==> config.mk <==
export PLATFORM = sky130hd
export DESIGN_NAME = jt12_wr_sched
export DESIGN_NICKNAME = d
export VERILOG_FILES = /design/src/rtl/jt12_wr_sched.sv
export SDC_FILE = /design/constraint.sdc
export NUM_CORES = 1
export LEC_CHECK = 0
export CAP_MARGIN = 20
export CORE_ASPECT_RATIO = 0.5
export CORE_MARGIN = 5
export CORE_UTILIZATION = 48
export CTS_BUF_LIST = sky130_fd_sc_hd__clkbuf_4
export DETAILED_ROUTE_END_ITERATION = 16
export PLACE_DENSITY_LB_ADDON = 0.08
export SLEW_MARGIN = 30
export SYNTH_ARGS = -nofsm -noshare
export SYNTH_HDL_FRONTEND = slang
export SYNTH_SLANG_ARGS = --single-unit
==> constraint.sdc <==
create_clock -name clk -period 2.2 [get_ports clk]
set_clock_uncertainty 0.05 [all_clocks]
set_input_delay 0.33 -clock clk [delete_from_list [all_inputs] [get_ports clk]]
set_output_delay 0.33 -clock clk [all_outputs]
set_load 0.01 [all_outputs]
==> src/rtl/jt12_wr_sched.sv <==
// Write scheduler for the jt12 CPU port: round-robin arbitration between host and
// init sequencer, then a timed address / gap / data / wait sequence on cs_n/wr_n/addr/din.
module jt12_wr_sched #(
  parameter int PULSE_CYC = 1,
  parameter int GAP_CYC   = 1,
  parameter int WAIT_CYC  = 32,
  parameter int CW        = 8
) (
  input  logic        clk,
  input  logic        rst,
  input  logic        cen,
  input  logic [1:0]  req_valid,
  input  logic [15:0] req_reg,
  input  logic [15:0] req_val,
  output logic [1:0]  req_ready,
  output logic        cs_n,
  output logic        wr_n,
  output logic        addr,
  output logic [7:0]  din,
  output logic        busy,
  output logic        last_gnt
);

  typedef enum logic [2:0] {
    S_IDLE = 3'd0,
    S_APH  = 3'd1,
    S_GAP  = 3'd2,
    S_DPH  = 3'd3,
    S_WAIT = 3'd4
  } state_t;

  localparam logic [CW-1:0] PULSE_LAST = CW'(PULSE_CYC - 1);
  localparam logic [CW-1:0] GAP_LAST   = CW'(GAP_CYC - 1);
  localparam logic [CW-1:0] WAIT_LAST  = CW'(WAIT_CYC - 1);

  state_t          state_q, state_d;
  logic [CW-1:0]   cnt_q, cnt_d;
  logic            last_gnt_q, last_gnt_d;
  logic [7:0]      val_q, val_d;
  logic            cs_n_q, cs_n_d;
  logic            wr_n_q, wr_n_d;
  logic            addr_q, addr_d;
  logic [7:0]      din_q, din_d;

  logic            gnt;
  logic [CW-1:0]   phase_last;
  logic [7:0]      sel_reg;
  logic [7:0]      sel_val;

  // With both requesters pending, the one not served last wins.
  assign gnt     = (&req_valid) ? ~last_gnt_q : req_valid[1];
  assign sel_reg = gnt ? req_reg[15:8] : req_reg[7:0];
  assign sel_val = gnt ? req_val[15:8] : req_val[7:0];

  always_comb begin
    phase_last = '0;
    case (state_q)
      S_APH:   phase_last = PULSE_LAST;
      S_GAP:   phase_last = GAP_LAST;
      S_DPH:   phase_last = PULSE_LAST;
      S_WAIT:  phase_last = WAIT_LAST;
      default: phase_last = '0;
    endcase
  end

  always_comb begin
    state_d    = state_q;
    cnt_d      = cnt_q;
    last_gnt_d = last_gnt_q;
    val_d      = val_q;
    cs_n_d     = cs_n_q;
    wr_n_d     = wr_n_q;
    addr_d     = addr_q;
    din_d      = din_q;
    req_ready  = 2'b00;

    if (cen) begin
      case (state_q)
        S_IDLE: begin
          if (|req_valid) begin
            req_ready  = gnt ? 2'b10 : 2'b01;
            state_d    = S_APH;
            cnt_d      = '0;
            last_gnt_d = gnt;
            val_d      = sel_val;
            cs_n_d     = 1'b0;
            wr_n_d     = 1'b0;
            addr_d     = 1'b0;
            din_d      = sel_reg;
          end
        end
        S_APH, S_GAP, S_DPH, S_WAIT: begin
          if (cnt_q == phase_last) begin
            cnt_d = '0;
            case (state_q)
              S_APH: begin
                state_d = S_GAP;
                wr_n_d  = 1'b1;
              end
              S_GAP: begin
                state_d = S_DPH;
                wr_n_d  = 1'b0;
                addr_d  = 1'b1;
                din_d   = val_q;
              end
              S_DPH: begin
                state_d = S_WAIT;
                cs_n_d  = 1'b1;
                wr_n_d  = 1'b1;
                addr_d  = 1'b0;
              end
              default: begin
                state_d = S_IDLE;
              end
            endcase
          end else begin
            cnt_d = cnt_q + CW'(1);
          end
        end
        default: begin
          // Unreachable encodings fall back to an idle bus.
          state_d = S_IDLE;
          cnt_d   = '0;
          cs_n_d  = 1'b1;
          wr_n_d  = 1'b1;
          addr_d  = 1'b0;
        end
      endcase
    end
  end

  always_ff @(posedge clk) begin
    if (rst) begin
      state_q    <= S_IDLE;
      cnt_q      <= '0;
      last_gnt_q <= 1'b1;
      val_q      <= 8'h00;
      cs_n_q     <= 1'b1;
      wr_n_q     <= 1'b1;
      addr_q     <= 1'b0;
      din_q      <= 8'h00;
    end else begin
      state_q    <= state_d;
      cnt_q      <= cnt_d;
      last_gnt_q <= last_gnt_d;
      val_q      <= val_d;
      cs_n_q     <= cs_n_d;
      wr_n_q     <= wr_n_d;
      addr_q     <= addr_d;
      din_q      <= din_d;
    end
  end

  assign cs_n     = cs_n_q;
  assign wr_n     = wr_n_q;
  assign addr     = addr_q;
  assign din      = din_q;
  assign busy     = (state_q != S_IDLE);
  assign last_gnt = last_gnt_q;

endmodule

==> reports/qor_table.md <==
| Group | Result | This run |
| --- | --- | --- |
| route | Routed wire length | 4335 um |
| route | Total DRC errors in the routed layout | 0 |
| route | Vias per inst | 5.885 |
| floorplan | Die boundary height | 51.35 um |
| timing | Hold violation count in the final report | 0 |
| floorplan | Chip width | 92.71 um |
| final layout | Number of fill cells in the layout | 286 |
| placed design | DP Cell Count | 278 |
| setup path | Req. time, crit path | 2.42 ns |
| synthesis | Dominant cells by area after synthesis | sky130_fd_sc_hd__dfxtp_1 (38%), sky130_fd_sc_hd__a32o_1 (5.5%), sky130_fd_sc_hd__a222oi_1 (4.9%), sky130_fd_sc_hd__mux2i_1 (4.9%), sky130_fd_sc_hd__or2_2 (3.8%) |
| route | Detail Route Antenna Nets | 0 |
| pwr | Power share of the sequential group | 0.434 |
| floorplan | Die Outline Area | 4760 um^2 |
| setup path | Largest fanout on the critical path | 14 |
| pwr | Portion of total power attributed to combinational logic | 0.264 |
| global routing | Largest net degree at the start of global routing | 20 |
| final layout | Final-stage net count | 281 |
| cts | Clk slew on worst S/H paths | 0.10 ns |
| final layout | Area overhead of the layout relative to synthesis | 42.68% |
| flow run | Count of max-cap constraint violations | 0 |
| timing | Shortest period the worst path allows | 2.021 ns |
| synthesis | Syn. warnings | 0 |
| setup path | Data arrival time at the worst-slack endpoint | 2.24 ns |
| min path | Worst min-delay path class | flop to flop |
| placed design | Cell area after placement | 2268 um^2 |
| floorplan | Effective utilization at floorplan | 0.4886 |
| status | Run status | completed |
| final layout | Sequential cell area | 620.6 um^2 |
| synthesis | Sequential fraction of the synthesis area | 0.3780 |
| synthesis | Biggest area consumer among synthesized cells | sky130_fd_sc_hd__dfxtp_1 |
| global routing | GRT Residual Overflow | 0 |
| synthesis | Mapped Avg Cell Area | 9.120 um^2 |
| placed design | Final GP Congestion | 0.8509 |
| placed design | Port Buffer Count | 51 |
| timing | Total setup violations reported at the end of the flow | 0 |
| synthesis | Synth async-reset ratio | 0 |
| cts | # H-tree levels | 2 |
| pwr | Net switching power figure | 0.3892 mW |
| cts | Number of buffers created by CTS | 5 |
| synthesis | Most frequent cells after synthesis | sky130_fd_sc_hd__dfxtp_1 (31), sky130_fd_sc_hd__nor2_1 (16), sky130_fd_sc_hd__nand2_1 (14), sky130_fd_sc_hd__a21oi_1 (10), sky130_fd_sc_hd__or2_2 (10) |
| setup path | Critical path launch point type | flop |
| synthesis | Most used DFF post-synth | sky130_fd_sc_hd__dfxtp_1 |
| synthesis | Cell with the most instances after synthesis | sky130_fd_sc_hd__dfxtp_1 |
| route | Detailed Routing Iterations Pass 1 | 7 |
| final layout | Post-route cell area | 2342 um^2 |
| cts | Master cell of the clock root buffer | sky130_fd_sc_hd__clkbuf_4 |
| synthesis | Syn Inst Count | 180 |
| placed design | Hpwl dp | 3420 um |
| timing | RSZ-0062 raised after global routing | false |
| final layout | Multi-input combinational cell area | 934.6 um^2 |
| setup path | Max incr delay on CP | 0.53 ns |
| synthesis | Post-Syn Nets | 218 |
| timing | Worst Max-Slew Pin Slew | 0.8324 ns |
| route | Number of vias after detailed routing | 1683 |
| global routing | Number of antenna violations at the first check in global routing | 0 |
| setup path | Crit. End Element | flop |
| global routing | Global-route wire length before repair | 7065 um |
| global routing | GRT Resource Usage Total | 0.1906 |
| cts | Clock tree from TritonCTS | done |
| timing | Worst hold margin | 0.4239 ns |
| final layout | Count of non-filler cells in the finished layout | 286 |
| pwr | Pleak | 0.8881 nW |
| synthesis | Flops & latches, synth | 31 |
| cts | Total of hold buffers inserted after clock tree synthesis | 0 |
| cts | Worst-Skew Late Latency | 0.33 ns |
| synthesis | Number of synthesized flops with an enable pin | 0 |
| timing | Final worst path period share | 0.9186 |
| floorplan | Number of top-level pins | 52 |
| route | Wire length per cell after detailed routing | 15.16 um |
| setup path | Setup CP Type | flop to flop |
| setup path | Critical-path top delay cell | sky130_fd_sc_hd__nor3_2 |
| synthesis | Area of the mapped netlist | 1642 um^2 |
| setup path | Cells along the critical path | nor4_2, a211oi_2, nor3_2, a32o_1 |
| synthesis | Share of the synthesized area in the top cell type | 0.3780 |
| timing | Final max-slew violation count | 0 |
| final layout | Antenna cells | 0 |
| pwr | Pint | 1.050 mW |
| route | DRC violation total after the first TritonRoute iteration | 86 |
| timing | Tightest slew margin relative to the limit | 0.4440 |
| global routing | Via count of the first global-routing pass | 1546 |
| synthesis | Synth cell types | 46 |
| pwr | Worst voltage drop across the vdd grid | 0.0003388 V |
| pwr | Share of power burned in the clock network | 0.301 |
| floorplan | Number of placement rows | 15 |
| setup path | Reg2reg path depth | 4 |
| pwr | Pwr Total | 1.439 mW |
| timing | Maximum operating frequency | 494.8 MHz |
| cts | CTS max path bufs | 2 |
| min path | Hold Path Depth | 2 |
| cts | Clock Sink Count | 31 |
| floorplan | Area of the core region | 3359 um^2 |
| pwr | Fraction of power spent switching nets | 0.2705 |
| pwr | Power density cells | 614.2 nW/um^2 |
| final layout | Fraction of layout cells with a size suffix above 1 | 0.1844 |
layout by cell type, fill, tap and decap left out, drive strengths merged, types with 3 or more instances in the layout:
master | synthesis | routed
nor4 | 3 | 3
dfxtp | 31 | 31
nor2 | 16 | 16
nand2 | 14 | 14
nand3 | 6 | 6
o21ai | 8 | 8
a32o | 9 | 9
clkbuf | 2 | 5
mux2i | 8 | 8
o31ai | 3 | 3
clkdlybuf4s50 | 0 | 49
or2 | 10 | 10
nor3 | 3 | 3
or3 | 3 | 3
nand4 | 4 | 4
a211oi | 3 | 3
a21oi | 10 | 10
buf | 10 | 17
inv | 6 | 6
a222oi | 8 | 8
cell families (layout without fill, tap and decap cells):
kind of cell	Yosys count	count (layout)	share of synthesized area
adders and majority gates	1	1	0.007621
buffers and inverters	18	82	0.05259
xor gates and xnor gates	2	2	0.01067
AOI/OAI and AO/OA	54	54	0.2637
DFF	31	31	0.3781
and+or+nand+nor	65	65	0.2317
muxes	9	9	0.05564
state kept, by name, summed over array words and instances (netlist names):
name	count
state_q	3
wr_n	1
addr	1
cnt_q	8
val_q	8
din	8
cs_n	1
last_gnt	1
layout make-up:
| type | instances | area share |
|---|---|---|
| Multi-Input combinational cell | 131 | 0.3990 |
| Timing Repair Buffer | 68 | 0.2714 |
| Sequential cell | 31 | 0.2650 |
| Tap cell | 42 | 0.02244 |
| Clock inverter | 3 | 0.01656 |
| Clock buffer | 5 | 0.01603 |
| Inverter | 6 | 0.009615 |
worst paths after layout:
check / from / endpoint / slack, ns
min reg2reg: addr / addr / 0.42
max reg2reg: cnt_q[5] / din[4] / 0.18
max: cnt_q[5] / din[4] / 0.18
min: addr / addr / 0.42
metal layers:
metal  vias up  share of wire  track usage
li1        816              -            -
met1       803           0.42       0.2267
met2        56           0.49       0.3205
met3         8          0.076      0.07353
met4         0          0.012      0.06083
met5         -              0            0
per-stage QoR:
step / worst slack, ns / setup TNS, ns / util
after floorplan: 0.5913 / 0 / -
after global placement: -0.08316 / -0.08316 / 0.6752
after detailed placement: -0.08929 / -0.1552 / 0.6752
after CTS: 0.1657 / 0 / 0.6972
after global routing: 0.03495 / 0 / 0.6972
final: 0.1791 / 0 / 0.6972
power groups by stage:
| stage | combinational, mW | sequential [mW] | clock (mW) |
|---|---|---|---|
| 3_3_place_gp | 0.377 | 0.637 | 0 |
| 6_report | 0.380 | 0.625 | 0.433 |
| 5_1_grt | 0.413 | 0.630 | 0.470 |
| 4_1_cts | 0.383 | 0.626 | 0.438 |
| 2_1_floorplan | 0.185 | 0.643 | 0 |
| 3_5_place_dp | 0.383 | 0.638 | 0 |
worst max-delay path: cells and delay by family, from the launching register on:
kind	cells	cell delay, ns
and+or+nand+nor	2	0.99
AOI/OAI and AO/OA	2	0.54
DFF	1	0.38
what timing repair did:
| action | in CTS | in global routing |
|---|---|---|
| gates resized for setup | 2 | 0 |
| endpoints found under the setup margin | 2 | 0 |
| endpoints found under the hold margin | 0 | 0 |
| setup buffers | 0 | 0 |
Power figures use the tool's default switching activity.
